## src/rtl/uart_rx_deserializer_if.sv

```systemverilog
`timescale 1ns/1ps
// uart_rx_deserializer_if
// Serial line and receive-status bundle for the UART receiver front end.
//   rx           : raw asynchronous serial line, idle high
//   rx_data      : last correctly received byte
//   rx_done      : one-cycle strobe, rx_data just updated
//   frame_error  : one-cycle strobe, stop bit sampled low
//   break_detect : one-cycle strobe with frame_error when the whole frame was 0
// master : the receiver (consumes rx, drives status)
// slave  : the line driver / controller side
interface uart_rx_deserializer_if;
  logic       rx;
  logic [7:0] rx_data;
  logic       rx_done;
  logic       frame_error;
  logic       break_detect;

  modport master (
    input  rx,
    output rx_data,
    output rx_done,
    output frame_error,
    output break_detect
  );

  modport slave (
    output rx,
    input  rx_data,
    input  rx_done,
    input  frame_error,
    input  break_detect
  );
endinterface

```

## src/rtl/uart_rx_deserializer.sv

```systemverilog
`timescale 1ns/1ps
// uart_rx_deserializer
// 16x oversampling 8N1 UART receiver. Synchronises rx into the CLK100MHZ
// domain, majority-votes three mid-bit samples per bit, rejects false start
// bits, checks the stop bit and strobes one byte per good frame.
// Ports:
//   CLK100MHZ : system clock, rising edge
//   reset     : asynchronous, active-high
//   bus       : uart_rx_deserializer_if.master (rx in; rx_data, rx_done,
//               frame_error, break_detect out, all registered)
module uart_rx_deserializer #(
  parameter int unsigned CLK_FREQ   = 100_000_000,
  parameter int unsigned BAUD       = 115_200,
  parameter int unsigned OVERSAMPLE = 16
) (
  input  logic                          CLK100MHZ,
  input  logic                          reset,
  uart_rx_deserializer_if.master        bus
);

  localparam int unsigned DIV   = CLK_FREQ / (BAUD * OVERSAMPLE);
  localparam int unsigned DIV_W = (DIV > 1) ? $clog2(DIV) : 1;
  localparam logic [DIV_W-1:0] DIV_LAST = DIV_W'(DIV - 1);

  typedef enum logic [2:0] {
    IDLE,
    START,
    DATA,
    STOP,
    WAIT_HIGH
  } state_t;

  state_t           state;
  logic             rx_meta;
  logic             rx_s;
  logic [DIV_W-1:0] tick_cnt;
  logic             running;
  logic             tick;
  logic [3:0]       s_cnt;
  logic [2:0]       bit_idx;
  logic [7:0]       shift_reg;
  logic [2:0]       smp;
  logic             vote;
  logic             stop_vote;

  logic [7:0]       rx_data_q;
  logic             rx_done_q;
  logic             frame_error_q;
  logic             break_detect_q;

  assign bus.rx_data      = rx_data_q;
  assign bus.rx_done      = rx_done_q;
  assign bus.frame_error  = frame_error_q;
  assign bus.break_detect = break_detect_q;

  // Two-flop synchroniser, preset to the idle level.
  always_ff @(posedge CLK100MHZ or posedge reset) begin
    if (reset) begin
      rx_meta <= 1'b1;
      rx_s    <= 1'b1;
    end else begin
      rx_meta <= bus.rx;
      rx_s    <= rx_meta;
    end
  end

  always_comb begin
    running   = (state == START) || (state == DATA) || (state == STOP);
    tick      = running && (tick_cnt == DIV_LAST);
    vote      = (smp[0] & smp[1]) | (smp[0] & smp[2]) | (smp[1] & smp[2]);
    // Stop decision happens on the s=9 tick itself, so the third sample is
    // the live synchronised line rather than the not-yet-stored smp[2].
    stop_vote = (smp[0] & smp[1]) | (smp[0] & rx_s) | (smp[1] & rx_s);
  end

  // Held at 0 outside a frame so the first tick lands DIV cycles after the
  // start edge is seen and every bit period is exactly 16*DIV cycles.
  always_ff @(posedge CLK100MHZ or posedge reset) begin
    if (reset) begin
      tick_cnt <= '0;
    end else if (!running || tick) begin
      tick_cnt <= '0;
    end else begin
      tick_cnt <= tick_cnt + 1'b1;
    end
  end

  always_ff @(posedge CLK100MHZ or posedge reset) begin
    if (reset) begin
      state          <= IDLE;
      s_cnt          <= '0;
      bit_idx        <= '0;
      shift_reg      <= '0;
      smp            <= '0;
      rx_data_q      <= '0;
      rx_done_q      <= 1'b0;
      frame_error_q  <= 1'b0;
      break_detect_q <= 1'b0;
    end else begin
      rx_done_q      <= 1'b0;
      frame_error_q  <= 1'b0;
      break_detect_q <= 1'b0;

      case (state)
        IDLE: begin
          s_cnt <= '0;
          if (!rx_s) begin
            state <= START;
          end
        end

        START, DATA, STOP: begin
          if (tick) begin
            s_cnt <= s_cnt + 4'd1;
            if (s_cnt == 4'd7) smp[0] <= rx_s;
            if (s_cnt == 4'd8) smp[1] <= rx_s;
            if (s_cnt == 4'd9) smp[2] <= rx_s;

            case (state)
              START: begin
                if (s_cnt == 4'd15) begin
                  bit_idx <= '0;
                  state   <= vote ? IDLE : DATA;
                end
              end
              DATA: begin
                if (s_cnt == 4'd15) begin
                  shift_reg <= {vote, shift_reg[7:1]};
                  bit_idx   <= bit_idx + 3'd1;
                  if (bit_idx == 3'd7) begin
                    state <= STOP;
                  end
                end
              end
              default: begin
                if (s_cnt == 4'd9) begin
                  if (stop_vote) begin
                    rx_data_q <= shift_reg;
                    rx_done_q <= 1'b1;
                    state     <= IDLE;
                  end else begin
                    frame_error_q  <= 1'b1;
                    break_detect_q <= (shift_reg == 8'h00);
                    state          <= WAIT_HIGH;
                  end
                end
              end
            endcase
          end
        end

        WAIT_HIGH: begin
          if (rx_s) begin
            state <= IDLE;
          end
        end

        default: state <= IDLE;
      endcase
    end
  end

endmodule

```

## src/flat_wrapper.sv

```systemverilog
// flat-port wrapper written by rule: the top's interface ports become plain ports
module uart_rx_deserializer_flat 
#(
  parameter int unsigned CLK_FREQ   = 100_000_000,
  parameter int unsigned BAUD       = 115_200,
  parameter int unsigned OVERSAMPLE = 16
)
  (CLK100MHZ, reset, bus_rx, bus_rx_data, bus_rx_done, bus_frame_error, bus_break_detect);
  uart_rx_deserializer_if bus_i ();
  input  logic CLK100MHZ;
  input  logic reset;
  input wire logic [$bits(bus_i.rx)-1:0] bus_rx;
  output wire logic [$bits(bus_i.rx_data)-1:0] bus_rx_data;
  output wire logic [$bits(bus_i.rx_done)-1:0] bus_rx_done;
  output wire logic [$bits(bus_i.frame_error)-1:0] bus_frame_error;
  output wire logic [$bits(bus_i.break_detect)-1:0] bus_break_detect;
  assign bus_i.rx = bus_rx;
  assign bus_rx_data = bus_i.rx_data;
  assign bus_rx_done = bus_i.rx_done;
  assign bus_frame_error = bus_i.frame_error;
  assign bus_break_detect = bus_i.break_detect;
  uart_rx_deserializer #(.CLK_FREQ(CLK_FREQ), .BAUD(BAUD), .OVERSAMPLE(OVERSAMPLE)) u_core (.CLK100MHZ(CLK100MHZ), .reset(reset), .bus(bus_i));
endmodule
```

## config.mk

```make
export PLATFORM = sky130hd
export DESIGN_NAME = uart_rx_deserializer_flat
export DESIGN_NICKNAME = d
export VERILOG_FILES = /design/src/rtl/uart_rx_deserializer_if.sv /design/src/rtl/uart_rx_deserializer.sv /design/src/flat_wrapper.sv
export SDC_FILE = /design/constraint.sdc
export NUM_CORES = 1
export LEC_CHECK = 0
export ABC_AREA = 1
export CAP_MARGIN = 20
export CORE_ASPECT_RATIO = 0.75
export CORE_UTILIZATION = 48
export DETAILED_ROUTE_END_ITERATION = 6
export PLACE_DENSITY = 0.67
export SLEW_MARGIN = 20
export SYNTH_ARGS = -nofsm -noshare
export SYNTH_HDL_FRONTEND = slang
export SYNTH_SLANG_ARGS = --single-unit
```

## constraint.sdc

```tcl
create_clock -name CLK100MHZ -period 1.8 [get_ports CLK100MHZ]
set_input_delay 0.27 -clock CLK100MHZ [delete_from_list [all_inputs] [get_ports CLK100MHZ]]
set_output_delay 0.27 -clock CLK100MHZ [all_outputs]
set_load 0.02 [all_outputs]
```

**Yosys cells after proc, flatten, opt, wreduce, memory -nomap -nowiden**

Cells that the tools add are included.

- Logic and storage cells: 97
- Flip-flop bits (word level): 40
- Output and inout bits: 11
- Bits of input ports: 3

- $add $sub $neg: 3
- Bitwise logic cells: 10
- Reduce and logical (&&, ||, !) cells: 19
- Muxes and demuxes: 32
- Eq/ne operators: 19

Operators with widths:

| operator | count |
|---|---|
| $mux W3 | 10 |
| $mux W1 | 15 |
| $eq A4 B4 Y1 const B | 3 |
| $pmux W3 S2 | 2 |
| $reduce_and A5 Y1 | 2 |
| $ne A3 B3 Y1 const B | 3 |
| $pmux W3 S3 | 1 |
| $reduce_and A3 Y1 | 3 |
| $logic_not A8 Y1 | 1 |
| $pmux W4 S2 | 1 |
| $reduce_and A7 Y1 | 1 |
| $add A6 B1 Y6 const B | 1 |
| $eq A3 B2 Y1 const B | 2 |
| $eq A3 B3 Y1 const B | 2 |
| $eq A6 B6 Y1 const B | 1 |
| $mux W6 | 1 |
| $ne A2 B2 Y1 const B | 3 |
| $and A1 B1 Y1 | 5 |
| $add A4 B1 Y4 const B | 1 |
| $eq A4 B3 Y1 const B | 1 |
| $mux W4 | 1 |
| $ne A2 B1 Y1 const B | 2 |
| $ne A4 B1 Y1 const B | 1 |
| $or A1 B1 Y1 | 4 |
| 13 further kinds | 16 |

**Depth between registers and ports, before layout**

Gate-level depths: netlist of the first run.

- Depth after elaboration: 8
- Depth in mapped cells: 10
- Gate-level depth less buffers: 9

**Worst setup path before layout of the first run**

No wires, ideal clock.

- Path kind: register -> register
- Start point: register u_core.tick_cnt[1]
- End point: register u_core.shift_reg[7]
- Path buffers: 1
- Setup slack: 372 ps
- Cell stages (with the launch flop): 11
- Setup time: 117 ps
- Clock period less this slack: 1428 ps
- Arrival time: 1311 ps
- Required time: 1683 ps
- Path through: dfrtp_1 > inv_1 > ha_1 > nand2_1 > nor2_4 > nand2_4 > inv_4 > nand3_4 > buf_6 > nand2_1 > nand2_1

- Longest elaborated chain between the ends: 3

RTL lines:

| item | line | source |
|---|---|---|
| start: declaration | uart_rx_deserializer.sv:36 | `logic [DIV_W-1:0] tick_cnt;` |
| start signal: assignment | uart_rx_deserializer.sv:84 | `tick_cnt <= tick_cnt + 1'b1;` |
| $eq A6 B6 Y1 | uart_rx_deserializer.sv:69 | `tick = running && (tick_cnt == DIV_LAST);` |
| $logic_and A1 B1 Y1 | uart_rx_deserializer.sv:69 |  |
| $reduce_and A4 Y1 (no source line) | -- |  |
| end signal: assignment | uart_rx_deserializer.sv:128 | `shift_reg <= {vote, shift_reg[7:1]};` |
| end: declaration | uart_rx_deserializer.sv:41 | `logic [7:0] shift_reg;` |

No other way between the ends.
A chain may end at the register's enable or synchronous reset.

**Worst setup path in the final report of the first run**

- Start point: register u_core.s_cnt[0]
- End point: register u_core.bit_idx[0]

- Longest elaborated chain between the ends: 3
- Elaborated cells between the ends (all ways): 4
- Those cells by class: 3 x eq/ne; 1 x reduce/logical

RTL lines:

| item | line | source |
|---|---|---|
| start: declaration | uart_rx_deserializer.sv:39 | `logic [3:0] s_cnt;` |
| start signal: assignment | uart_rx_deserializer.sv:114 | `s_cnt <= s_cnt + 4'd1;` |
| $eq A4 B4 Y1 (*) | uart_rx_deserializer.sv:121, uart_rx_deserializer.sv:127 |  |
| $ne A2 B2 Y1 (no source line) | -- |  |
| $reduce_and A5 Y1 (no source line) (*) | -- |  |
| end signal: assignment | uart_rx_deserializer.sv:129 | `bit_idx <= bit_idx + 3'd1;` |
| end: declaration | uart_rx_deserializer.sv:40 | `logic [2:0] bit_idx;` |

Every way passes the cells marked *; elsewhere a longest branch is shown, timed or not.

==> results of run 1 <==
==> power by group through the flow <==
stage / logic (mW) / clock network, mW / registers, mW
final: 0.0292 / 0.722 / 0.903
after global routing: 0.0334 / 0.772 / 0.903
after CTS: 0.0311 / 0.735 / 0.903
after detailed placement: 0.0309 / 0 / 0.920
after global placement: 0.0305 / 0 / 0.920
after floorplan: 0.0148 / 0 / 0.920
==> timing repair <==
action | 4_1_cts | 5_1_grt
hold buffers | 0 | 0
gates resized for setup | 0 | 1
setup buffers | 0 | 0
endpoints found under the setup margin | 0 | 5
==> cell usage after synthesis <==
cell     count
nand2_1     62
dfrtp_1     38
inv_1       28
nor2_1      15
o21ai_1     15
o21ai_2     11
ha_1         7
nand3_1      6
nand4_1      6
o21ai_0      6
nand3_2      3
nor2_2       3
nor2_4       3
nor3_1       3
buf_6        2
dfstp_2      2
nor3b_1      2
nor4_1       2
xor2_1       2
a21oi_1      1
buf_2        1
inv_2        1
inv_4        1
nand2_4      1
nand3_4      1
nor3_2       1
==> layer usage <==
layer | global-route usage [%] | share of wire [%]
met1 | 28.6 | 56
met2 | 26.2 | 39
met4 | 8.24 | 1.5
met5 | 0 | 0
met3 | 4.32 | 3.7
==> through the flow <==
step	instance area, sq um	hold WS [ns]	power (mW)	worst slack [ns]	utilization [%]
after floorplan	1980	0.274	0.935	0.372	-
after global placement	2170	0.346	0.951	0.202	57.1
after detailed placement	2170	0.347	0.951	0.151	57.1
after CTS	2280	0.343	1.67	0.134	60.0
after global routing	2300	0.367	1.71	0.0278	60.4
final	2300	0.328	1.65	0.212	60.4
==> path summary, 6_finish.rpt <==
| check | start | to | slack, ns | depth (start not counted) |
|---|---|---|---|---|
| min in group CLK100MHZ | u_core.rx_meta | u_core.rx_s | 0.36 | 0 |
| max | u_core.s_cnt[0] | u_core.bit_idx[0] | 0.21 | 8 |
| max reg2reg | u_core.s_cnt[0] | u_core.bit_idx[0] | 0.21 | 8 |
| max in group asynchronous | reset | u_core.rx_s | 1.21 | 3 |
| min | reset | u_core.smp[1] | 0.33 | 3 |
| min reg2reg | u_core.rx_meta | u_core.rx_s | 0.36 | 0 |
==> cell families (layout without fill, tap and decap cells) <==
kind of cell,count (synthesis),count (layout)
compound gates,33,33
xor+xnor,2,2
fa+ha+maj,7,7
buf+inv,33,53
flops,40,40
simple gates,108,109
==> worst min-delay path, delay by kind of cell <==
family,cells,cell delay (ns)
buffers and inverters,3,0.72
==> cell type report <==
cell class	instances	area, sq um
fill	355	1510
sequential	40	1000
multi-input combinational	151	850
timing repair buffer	15	158
inverter	30	115
clock buffer	6	72.6
tap	52	65.1
clock inverter	2	35.0
==> flow_summary.toml, run 1 <==
[route]
drtIter0Drc = 141
drt-total-wl_um = 3710
vias = 1477
ant_nets = 0
viasPerCell = 4.99
drc = 0
drt_first_pass_iters = 4
wl_per_cell_um = 12.5

[layout]
antennaDiodeCount = 0
areaGrowthSynthToFinish_pct = 16.2
final_layout_size_suffix_gt1_share_pct = 15.2
finalNetCount = 253
final_cells = 296
layout_commonest_cell = "nand2_1"
final_cell_mix = "62 x nand2_1, 38 x dfrtp_1, 28 x inv_1"

[yosys]
synth_cells = 223
ys_warn_count = 0
synth-xor-area-share_pct = 0.886
yosys.area_share.simple_pct = 26.3
synth-compound-area-share_pct = 10.4
syn-cell-area_sq_um = 1980
syn-num-nets = 233
synth_area_leaders = "dfrtp_1 48%, nand2_1 12%, inv_1 5.3%"
yosys.area.top_type = "dfrtp_1"
ys_types = 26
synthMuxAreaShare_pct = 0
synthAdderAreaFrac_pct = 4.43
ys_ff_latch = 40
synth_top_family_by_area = "simple AND/OR/NAND/NOR gates"
yosysSeqAreaShare_pct = 50.7
synth.top_cell.area_share_pct = 48.1
avgSynthCellArea_sq_um = 8.87

[clocking]
clock-root-buffer = "clkbuf_8"
cts_tree = "done"
numCtsBuffers = 5
cts.path.max_buffers = 2
cts.reportedPaths.clkPinSlew_ns = 0.08
cts.sinks = 40
clk_latency_ns = 0.29
htreeDepth = 2

[grt]
grt_usage_pct = 19.0
grt_pass1_wl_um = 6210
grt_max_degree = 41
grt_antenna_before_repair = 0
grt_pass1_vias = 1352
grt-ovfl-total = 0

[sta]
fmax_mhz = 630
rsz0062_at_grt = "no"
worst_pin_slew_ns = 0.361
slew_headroom_pct = 75.9
worst_clock_skew_ns = 0.00613
slew_viol_final = 0
tns_ns = 0
post-route-period-util_pct = 88.2
hold_viol_final = 0
fin_crit_ns = 1.59
setup_violations = 0

[floorplanning]
fp.dieW_um = 76.1
initial_utilization_pct = 52.0
row_count = 19
io_pins = 14
die_area_sq_um = 4380
core_sq_um = 3800
fp.dieH_um = 57.6

[worst_setup_path]
cp_slowest_cell = "dfrtp_1"
cp_top_family = "flip-flops"
slowest_delay_ns = 0.44
cp.arrival_ns = 1.78
worstPathRequired_ns = 1.99
endpoint_kind = "register"
crit_top_cell = "nand2_1"
crit_chain = "ha_1 -> nand2_1 -> inv_1 -> nand2_1 -> inv_1 -> nand3_1 -> nand2_1 -> o21ai_2"
cp_num_buf_inv = 2
path_max_fanout = 6
cp-start-kind = "register"
path_class = "reg -> reg"

[power]
p_int_mw = 1.32
powerDensity_nw_per_um2 = 720
pwr-share-seq_pct = 54.6
ir_drop_mv = 0.521
leakage_nw = 1.09
combPwrFrac_pct = 1.8
switching_share_pct = 20.1
p_switching_mw = 0.332
clockPowerShare_pct = 43.7

[outcome]
status = "completed"

[worst_hold_path]
hp-class = "in -> async"

[placed_design]
portBuffers = 13
place.gp.congestion = 0.838
place_hpwl_um = 2610
numPlacedInstances = 287

[flow_run]
drv_cap = 0
Note: power is estimated with default switching activity, not from simulation.
==> run 2, diff against run 1 <==
--- a/config.mk
+++ b/config.mk
@@ -8,9 +8,10 @@
 export ABC_AREA = 1
 export CAP_MARGIN = 20
 export CORE_ASPECT_RATIO = 0.75
-export CORE_UTILIZATION = 48
+export CORE_UTILIZATION = 57
+export CTS_CLUSTER_DIAMETER = 150
 export DETAILED_ROUTE_END_ITERATION = 6
-export PLACE_DENSITY = 0.67
+export PLACE_DENSITY = 0.78
 export SLEW_MARGIN = 20
 export SYNTH_ARGS = -nofsm -noshare
 export SYNTH_HDL_FRONTEND = slang
==> run 2 against run 1 <==
Non-clock buffer count unchanged. Wire length is 1.3% lower. Clock-buffer cell count grew 1. Cell area down 0.60%. Largest cell class unchanged. Clock skew is essentially flat.
==> flow_summary.toml, run 2 (synthesized netlist as in run 1, its figures left out) <==
[grt]
grt_pass1_vias = 1263
grt_max_degree = 41
grt-ovfl-total = 0
grt_usage_pct = 21.8
grt_pass1_wl_um = 5860
grt_antenna_before_repair = 0

[floorplanning]
fp.dieH_um = 53.0
io_pins = 14
core_sq_um = 3310
initial_utilization_pct = 59.8
die_area_sq_um = 3710
row_count = 18
fp.dieW_um = 70.0

[sta]
rsz0062_at_grt = "no"
hold_viol_final = 0
tns_ns = 0
worst_pin_slew_ns = 0.388
fin_ws_ns = 0.126
post-route-period-util_pct = 93.0
slew_headroom_pct = 74.1
fin_crit_ns = 1.67
setup_violations = 0
worst_clock_skew_ns = 0.00614
fmax_mhz = 597
slew_viol_final = 0

[layout]
fin_util_pct = 69.0
antennaDiodeCount = 0
seqCellArea_sq_um = 1000
finalNetCount = 252
final_cell_mix = "62 x nand2_1, 38 x dfrtp_1, 28 x inv_1"
num-fill-cells = 265
final_cells = 283
final_layout_size_suffix_gt1_share_pct = 15.2
layout_commonest_cell = "nand2_1"
areaGrowthSynthToFinish_pct = 15.5
multi_input_area_sq_um = 832

[route]
drtIter0Drc = 127
vias = 1502
drc = 0
ant_nets = 0
drt-total-wl_um = 3660
wl_per_cell_um = 12.9
drt_first_pass_iters = 4
viasPerCell = 5.31

[clocking]
cts.reportedPaths.clkPinSlew_ns = 0.08
numCtsBuffers = 5
post_cts_buffers = 0
postCtsResizedCells = 0
htreeDepth = 2
cts_tree = "done"
cts.sinks = 40
clock-root-buffer = "clkbuf_8"
cts.path.max_buffers = 2
clk_latency_ns = 0.29
ctsHoldBuffers = 0

[worst_setup_path]
rr_worst_depth = 9
path_class = "reg -> reg"
worstPathRequired_ns = 1.99
rrSetupSlack_ns = 0.13
path_max_fanout = 18
cp.arrival_ns = 1.86
cp-start-kind = "register"
r2r_start = "u_core.tick_cnt[1]"
rr_endpoint = "u_core.shift_reg[0]"
endpoint_kind = "register"

[flow_run]
drv_cap = 0

[power]
leakage_nw = 1.09
ir_drop_mv = 0.656
powerDensity_nw_per_um2 = 760
finalPower_mw = 1.74

[placed_design]
post-place-ws_ns = 0.122
portBuffers = 13
place.gp.congestion = 0.869
place_hpwl_um = 2750
numPlacedInstances = 275

[worst_hold_path]
hp-class = "in -> async"

[outcome]
status = "completed"
==> run 2: routing by layer <==
metal | global-route usage [%] | share of wire (%) | vias up
met1 | 33.0 | 52 | 686
li1 | - | - | 760
met4 | 6.33 | 0.90 | 0
met2 | 28.7 | 40 | 52
met3 | 7.62 | 7.2 | 4
met5 | 0 | 0 | -
==> run 2: how the worst max path moves through the flow <==
stage	startpoint	end	slack, ns	depth (start not counted)
after detailed placement	u_core.tick_cnt[1]	u_core.shift_reg[3]	0.12	9
after global placement	u_core.tick_cnt[1]	u_core.shift_reg[2]	0.22	9
after global routing	u_core.tick_cnt[1]	u_core.shift_reg[4]	0.003	9
after CTS	u_core.tick_cnt[1]	u_core.shift_reg[3]	0.12	9
final	u_core.tick_cnt[1]	u_core.shift_reg[0]	0.13	9
after floorplan	u_core.tick_cnt[1]	u_core.shift_reg[7]	0.37	10
==> run 2: area by class of cell <==
class	instances	share of cell area, %
well taps	40	2.19
repair buffers	15	6.90
clock buffers	7	4.22
clock inverters	1	1.31
inverters	30	5.04
multi-input cells	150	36.4
flip-flops and latches	40	43.9
==> run 2: where the power goes <==
group	leakage, nW	total, mW	internal, mW	switching, mW
logic	0.493	0.0290	0.00887	0.0202
registers	0.537	0.903	0.902	0.000840
clock network	0.0645	0.805	0.489	0.315
==> run 2: worst max-delay path, cell delays in order (launching register included) <==
cell and delay (ns):
dfrtp_1 0.42, inv_1 0.07, ha_1 0.14, nand2_1 0.11
nor2_4 0.16, nand2_4 0.13, inv_4 0.12, nand3_4 0.21
nand2_1 0.16, o21ai_2 0.06
==> run 2: per-stage QoR <==
step | cell area (sq um) | hold WS (ns)
finish | 2280 | 0.333
global route | 2280 | 0.349
CTS | 2280 | 0.348
detailed placement | 2160 | 0.347
global placement | 2160 | 0.346
floorplan | 1980 | 0.274
==> run 3, diff against run 2 <==
--- a/config.mk
+++ b/config.mk
@@ -6,12 +6,13 @@
 export NUM_CORES = 1
 export LEC_CHECK = 0
 export ABC_AREA = 1
-export CAP_MARGIN = 20
 export CORE_ASPECT_RATIO = 0.75
+export CORE_MARGIN = 4
 export CORE_UTILIZATION = 57
 export CTS_CLUSTER_DIAMETER = 150
 export DETAILED_ROUTE_END_ITERATION = 6
 export PLACE_DENSITY = 0.78
+export SETUP_SLACK_MARGIN = 0.05
 export SLEW_MARGIN = 20
 export SYNTH_ARGS = -nofsm -noshare
 export SYNTH_HDL_FRONTEND = slang
==> run 3 against run 2 <==
Sequential share of layout area hardly changed. Sequential power hardly changed. Critical path depth stayed put. Total power is 6.3% lower. Cell area hardly changed. Clock-buffer cell count is 1 lower. Largest cell class unchanged. Non-clock buffer count stayed put. Global-route usage is 4.2 points lower.
==> flow_summary.toml, run 3 (synthesized netlist as in run 1, its figures left out) <==
[grt]
grt_usage_pct = 17.5
grt-ovfl-total = 0
grt_pass1_wl_um = 6210
grt_antenna_before_repair = 0
grt_pass1_vias = 1363
grt_max_degree = 41

[placed_design]
portBuffers = 13
place_hpwl_um = 2610
place.gp.congestion = 0.901
post-place-ws_ns = 0.142

[route]
met3_wirelength_um = 188
drtIter0Drc = 111
drt_first_pass_iters = 4
ant_nets = 0
wl_per_cell_um = 12.1
met1Wirelength_um = 1840
wl_met2_um = 1350
drt-total-wl_um = 3430
viasPerCell = 5.19
vias = 1474
drc = 0
top_layer = "met4"

[clocking]
htreeDepth = 2
cts_tree = "done"
numCtsBuffers = 5
post_cts_buffers = 0
cts.reportedPaths.clkPinSlew_ns = 0.08
cts.sinks = 40
clk_latency_ns = 0.29
postCtsResizedCells = 0
clock-root-buffer = "clkbuf_8"
cts.path.max_buffers = 2
ctsHoldBuffers = 0

[power]
p_int_mw = 1.32
clockPowerShare_pct = 42.8
pwr-share-seq_pct = 55.5
p_switching_mw = 0.305
powerDensity_nw_per_um2 = 713
ir_drop_mv = 0.800
combPwrFrac_pct = 1.7
leakage_nw = 1.09
switching_share_pct = 18.7

[worst_setup_path]
endpoint_kind = "register"
worstPathRequired_ns = 1.97
cp_slowest_cell = "dfrtp_1"
path_max_fanout = 11
cp_num_cells = 9
cp.arrival_ns = 1.75
path_class = "reg -> reg"
cp-start-kind = "register"
rr_worst_depth = 9
crit_top_cell = "nand2_1"
cp_num_buf_inv = 2
crit_chain = "inv_1 -> ha_1 -> nand2_1 -> nor2_4 -> nand2_4 -> inv_4 -> nand3_1 -> nand2_1 -> o21ai_2"
slowest_delay_ns = 0.42
cp_top_family = "simple AND/OR/NAND/NOR gates"

[sta]
tns_ns = 0
setup_violations = 0
fin_crit_ns = 1.58
post-route-period-util_pct = 87.6
worst_pin_slew_ns = 0.354
worst_clock_skew_ns = 0.00896
rsz0062_at_grt = "no"
slew_viol_final = 0
hold_viol_final = 0
slew_headroom_pct = 76.4
fin_ws_ns = 0.223
fmax_mhz = 634

[layout]
antennaDiodeCount = 0
final_cell_mix = "62 x nand2_1, 38 x dfrtp_1, 28 x inv_1"
multi_input_area_sq_um = 850
seqCellArea_sq_um = 1000
areaGrowthSynthToFinish_pct = 15.4
final_layout_size_suffix_gt1_share_pct = 15.2
layout_commonest_cell = "nand2_1"
finalNetCount = 253
num-fill-cells = 269

[outcome]
status = "completed"

[floorplanning]
core_sq_um = 3310
io_pins = 14
die_area_sq_um = 4490
fp.dieW_um = 76.0
row_count = 18
initial_utilization_pct = 59.8
fp.dieH_um = 59.0

[flow_run]
drv_cap = 0

[worst_hold_path]
hp-class = "in -> async"
==> run 3: final timing paths <==
path | startpoint | to | slack (ns)
min in group CLK100MHZ | u_core.rx_meta | u_core.rx_s | 0.36
setup / recovery | u_core.tick_cnt[1] | u_core.bit_idx[2] | 0.22
max in group asynchronous | reset | u_core.rx_s | 1.21
setup reg to reg | u_core.tick_cnt[1] | u_core.bit_idx[2] | 0.22
hold reg to reg | u_core.rx_meta | u_core.rx_s | 0.36
hold / removal | reset | u_core.tick_cnt[5] | 0.33
==> run 3: cell type report <==
type,instances,area share [%]
Tap cell,40,2.19
Sequential cell,40,43.9
Clock buffer,6,3.18
Timing Repair Buffer,15,6.90
Clock inverter,2,1.53
Inverter,30,5.04
Multi-Input combinational cell,151,37.2
==> run 3: power groups by stage <==
| stage | combinational (mW) | sequential (mW) | clock [mW] |
|---|---|---|---|
| 2_1_floorplan | 0.0148 | 0.920 | 0 |
| 3_3_place_gp | 0.0297 | 0.920 | 0 |
| 3_5_place_dp | 0.0298 | 0.921 | 0 |
| 4_1_cts | 0.0298 | 0.903 | 0.718 |
| 5_1_grt | 0.0330 | 0.903 | 0.757 |
| 6_report | 0.0280 | 0.903 | 0.696 |
==> run 3: worst reg2reg max path: stages, from the launching register on <==
cell	delay (ns)
dfrtp_1	0.42
inv_1	0.07
ha_1	0.13
nand2_1	0.11
nor2_4	0.17
nand2_4	0.13
inv_4	0.13
nand3_1	0.14
nand2_1	0.11
o21ai_2	0.05
==> run 3: stage by stage <==
step | hold slack, ns | power [mW] | cell area [sq um] | utilization (%) | instances
2_1_floorplan | 0.274 | 0.935 | 1980 | - | 223
3_3_place_gp | 0.346 | 0.950 | 2160 | 65.2 | 275
3_5_place_dp | 0.349 | 0.950 | 2160 | 65.2 | 275
4_1_cts | 0.340 | 1.65 | 2270 | 68.4 | 283
5_1_grt | 0.356 | 1.69 | 2280 | 69.0 | 284
6_report | 0.328 | 1.63 | 2280 | 69.0 | 284
==> run 3: metal layers <==
layer  up-vias  track usage (%)
met3         5             4.41
met4         0             6.35
li1        760                -
met5         -                0
met1       673             26.4
met2        36             24.5
